[config.mk]
export PLATFORM = sky130hd
export DESIGN_NAME = serial_bit_adder
export DESIGN_NICKNAME = d
export VERILOG_FILES = /design/src/rtl/serial_bit_adder.sv
export SDC_FILE = /design/constraint.sdc
export NUM_CORES = 1
export LEC_CHECK = 0
export ABC_AREA = 1
export BUFFER_PORTS_ARGS = -buffer_cell sky130_fd_sc_hd__buf_2
export CAP_MARGIN = 10
export CORE_AREA = 2 2 39 41
export DETAILED_ROUTE_END_ITERATION = 10
export DIE_AREA = 0 0 41 43
export PLACE_DENSITY = 0.3
export SLEW_MARGIN = 10
export SYNTH_ARGS = -nofsm -noshare
export SYNTH_HDL_FRONTEND = slang
export SYNTH_SLANG_ARGS = --single-unit
export TNS_END_PERCENT = 20
[constraint.sdc]
create_clock -name clk -period 1.22 [get_ports clk]
set_clock_uncertainty 0.1 [all_clocks]
set_input_delay 0.122 -clock clk [delete_from_list [all_inputs] [get_ports clk]]
set_output_delay 0.122 -clock clk [all_outputs]
set_load 0.02 [all_outputs]
[src/rtl/serial_bit_adder.sv]
// Bit-serial adder: one operand bit pair per clock, LSB first, with a carry
// flip-flop chaining bits so words of any length can be summed.
module serial_bit_adder (
  input  logic clk,
  input  logic reset,
  input  logic a,
  input  logic b,
  input  logic cin,
  output logic s,
  output logic cout
);

  logic carry_q;
  logic first_q;
  logic ci;
  logic sum_d;
  logic carry_d;

  // The external carry-in only seeds bit 0; later bits chain the stored carry.
  always_comb begin
    ci      = first_q ? cin : carry_q;
    sum_d   = a ^ b ^ ci;
    carry_d = (a & b) | (a & ci) | (b & ci);
  end

  // NOTE: sequential state uses non-blocking assignments so every register
  // samples the pre-edge values, regardless of statement order.
  always_ff @(posedge clk) begin
    if (reset) begin
      carry_q <= 1'b0;
      first_q <= 1'b1;
      s       <= 1'b0;
      cout    <= 1'b0;
    end else begin
      carry_q <= carry_d;
      first_q <= 1'b0;
      s       <= sum_d;
      cout    <= carry_d;
    end
  end

endmodule

Yosys cells after proc, flatten, opt, wreduce, memory -nomap -nowiden
Index checks and enable logic that the tools add are counted.
{"block": "classes", "muxes": 2, "bitwise_logic": 7}
{"operator": "$and 1x1->1", "n": 3}
{"operator": "$mux 1", "n": 2}
{"operator": "$or 1x1->1", "n": 2}
{"operator": "$xor 1x1->1", "n": 2}
{"block": "word_totals", "reg_bits": 3, "inputBits": 5, "out_inout_bits": 2, "elab_cells": 12}

Logic depth before layout (Yosys ltp)
{"block": "logic_depth", "word_depth": 4, "depth_mapped": 6, "depth_no_buf": 6}

Worst setup path before layout
Ideal clock, no wire load.
{"block": "synth_timing", "path_type": "register -> register", "from": "reg carry_q", "to": "reg s", "setup_ns": 0.109, "arrival_ns": 1.036, "required_time_ns": 1.011, "setup_slack_ns": -0.025, "path_stages_with_launch": 6, "n_path_buf": 0, "synth_period_minus_slack_ns": 1.245, "cell_sequence": "dfxtp_1 nand2_1 nand2_1 fa_1 inv_1 nor2_1"}
{"block": "synth_between", "elab_chain_len": 2}
{"element": "from (decl)", "line": "13", "source": "logic carry_q;"}
{"element": "from (signal assigned)", "line": "35", "source": "carry_q <= carry_d;"}
{"element": "$mux 1", "line": "21", "source": "ci = first_q ? cin : carry_q;"}
{"element": "$xor 1x1->1", "line": "22", "source": "sum_d = a ^ b ^ ci;"}
{"element": "named net sum_d", "line": "16", "source": "logic sum_d;"}
{"element": "to (signal assigned)", "line": "37", "source": "s <= sum_d;"}
{"element": "to (decl)", "line": "9", "source": "output logic s,"}
The timed path passes the listed nets, and every way through them passes these cells.
A chain may end at the register's enable or synchronous reset.

Final worst setup path
{"block": "layout_timing", "from": "reg first_q", "to": "reg s"}
{"block": "layout_between", "elab_chain_len": 2}
{"element": "from (decl)", "line": "14", "source": "logic first_q;"}
{"element": "from (signal assigned)", "line": "31", "source": "first_q <= 1'b1;"}
{"element": "from (signal assigned)", "line": "36", "source": "first_q <= 1'b0;"}
{"element": "$mux 1", "line": "21"}
{"element": "$xor 1x1->1", "line": "22"}
{"element": "named net sum_d", "line": "16"}
The timed path passes the listed nets, and every way through them passes these cells.

==> results.cfg <==
[outcome]
outcome = complete, no violations

[clock_tree]
worst_setup_hold_path_clk_slew_ns = 0.04
htreeDepth = 1
cts_made_buffers = 3
clock_sinks = 3
clk-insertion-delay-late_ns = 0.23
clock_tree_from_tritoncts = done
clock_tree_root_driver_cell = sky130_fd_sc_hd__clkbuf_4
clock_path_buffers = 2

[logic_synthesis]
synthDistinctLibCells = 5
synthesis.area_per_instance_um2 = 9.176
synthesis_warning_total = 0
cell_count_after_synthesis = 12
ys_seq_area_frac = 0.5455
syn-cell-area_um2 = 110.1
synth.net_count = 18
ys_seq_elements = 3

[grt]
grt_overflow = 0
number_of_antenna_violations_at_the_first_check_in_global_routing = 0
grt_pass1_vias = 109
wire_length_of_the_first_global_routing_pass_um = 407
maximum_number_of_pins_on_one_net_before_global_route_repair = 4
gr-usage-all-layers = 0.04514

[flow_run]
cap_violations = 0

[routing]
detail_route.wl_per_cell_um = 5.846
detail_route.vias_per_cell = 2.615
drt_iter0_drc = 3
drc_errors = 0
via_count = 102
drtAntennaViolNets = 0
drt_pre_antenna_iters = 2
routed_wirelength_um = 228

[floorplan]
fp.dieW_um = 41
die_h_um = 43
design.core.area_mm2 = 0.001384
std_cell_rows = 14
io_pins = 7
die_area_mm2 = 0.001763
initial_util = 0.07957

[layout]
final_layout_size_suffix_gt1_frac = 0.5217
final_cell_count_no_fill = 39
layout_commonest_cell = sky130_fd_sc_hd__buf_2
insertedDiodeCount = 0
layout_common_cells = 6 x sky130_fd_sc_hd__buf_2, 3 x sky130_fd_sc_hd__inv_1, 3 x sky130_fd_sc_hd__clkbuf_4
area_delta_synth_final_pct = 82.95
design.final.nets = 30
post-route-cell-area_um2 = 201.4

[power]
power.static_leakage_nw = 0.1051
ir_drop_mv = 0.3149
power.density_cell_area_mw_per_mm2 = 1603
design_power_total_mw = 0.3228

[setup_path]
critical_path_fanouts_max = 2
reg2reg_setup_slack_ns = 0.03
critPathMaxStageDelay_ns = 0.47
worst_path_dominant_cell_family = adder cells
timing.critical_path.to_type = register
cpMostUsedCell = sky130_fd_sc_hd__inv_1
crit_slowest_cell = sky130_fd_sc_hd__fa_1
crit_chain = inv_1 > nand2_1 > nand2_2 > fa_1 > inv_1 > nor2_1
critPathLaunchType = register
worst-path-buf-inv = 2
crit_required_ns = 1.29
timing.setup.critical_path_class = register to register
cp.arrival_ns = 1.26

[min_path]
hold_path.class = primary input to register

[placed_design]
pre_cts_slack_ns = 0.007702
io_buffers = 6
place.detailed.instances = 34
place.gp.congestion = 0.5125
dpl-instance-area_um2 = 161.4
dp.final_hpwl_um = 179.3

[timing]
layout_worst_path_cycle_share = 0.9781
worst_pin_slew_ns = 0.1150
drv_slew = 0
rsz0062_at_grt = yes
hold_viol_final = 0
timing.max_slew.rel_slack = 0.9238
final_critical_path_setup_slack_ns = 0.02669
fin_crit_ns = 1.193
maximum_clock_frequency_ghz = 0.8380
timing.final.setup_violations = 0
## cells by family after synthesis
kind of cell	Yosys count	synth area share
fa+ha+maj	1	0.1818
flops	3	0.5455
buf+inv	3	0.1023
simple gates	5	0.1705
## sequential cells by signal (all words and copies together) (netlist names)
register	count
carry_q	1
s	1
first_q	1
## synthesized netlist by cell type (all sizes together)
library cell  number  share of area
dfxtp              3           0.55
fa                 1           0.18
inv                3           0.10
nand2              3           0.10
nor2               2          0.068
## worst min-delay path: cells and delay by family
kind	cells	cell delay [ns]
buffers and inverters	2	0.13
adder cells (fa/ha/maj)	1	0.15
AND/OR/NAND/NOR	1	0.06
## per-layer routing
| metal | wire length [µm] | GRT usage | vias up |
|---|---|---|---|
| met4 | 0 | 0.06000 | 0 |
| li1 | - | - | 55 |
| met2 | 67 | 0.03438 | 7 |
| met5 | 0 | 0 | - |
| met3 | 44 | 0.06806 | 0 |
| met1 | 116 | 0.03846 | 40 |
## stage by stage
step / TNS [ns] / util / hold slack [ns]
after floorplan: 0 / - / 0.04972
after global placement: 0 / 0.1166 / 0.1544
after detailed placement: 0 / 0.1166 / 0.1565
after CTS: 0 / 0.1429 / 0.1627
after global routing: -0.05336 / 0.1456 / 0.2010
final: 0 / 0.1456 / 0.1681
## final cells by class
type / count / area (µm²)
well taps: 16 / 20.02
flip-flops and latches: 3 / 62.56
multi-input cells: 6 / 41.29
repair buffers: 7 / 40.04
clock buffers: 4 / 26.28
fillers: 151 / 1182
inverters: 3 / 11.26
## path summary, 6_finish.rpt
check / start / end / cells past startpoint
hold / removal: b / s / 4
setup / recovery: first_q / s / 6
hold reg to reg: carry_q / s / 5
setup reg to reg: first_q / s / 6
## power by group
part / switching (mW) / total (mW) / internal (mW)
Combinational: 0.0223 / 0.0401 / 0.0178
Sequential: 0.00288 / 0.110 / 0.108
Clock: 0.0498 / 0.172 / 0.122
Total: 0.0750 / 0.323 / 0.248
## what timing repair did
action | 4_1_cts | 5_1_grt
hold buffers | 1 | 0
gates resized for setup | 0 | 2
setup buffers | 0 | 0
hold endpoints to repair | 3 | 0
setup endpoints to repair | 0 | 1
Power figures use the tool's default switching activity.
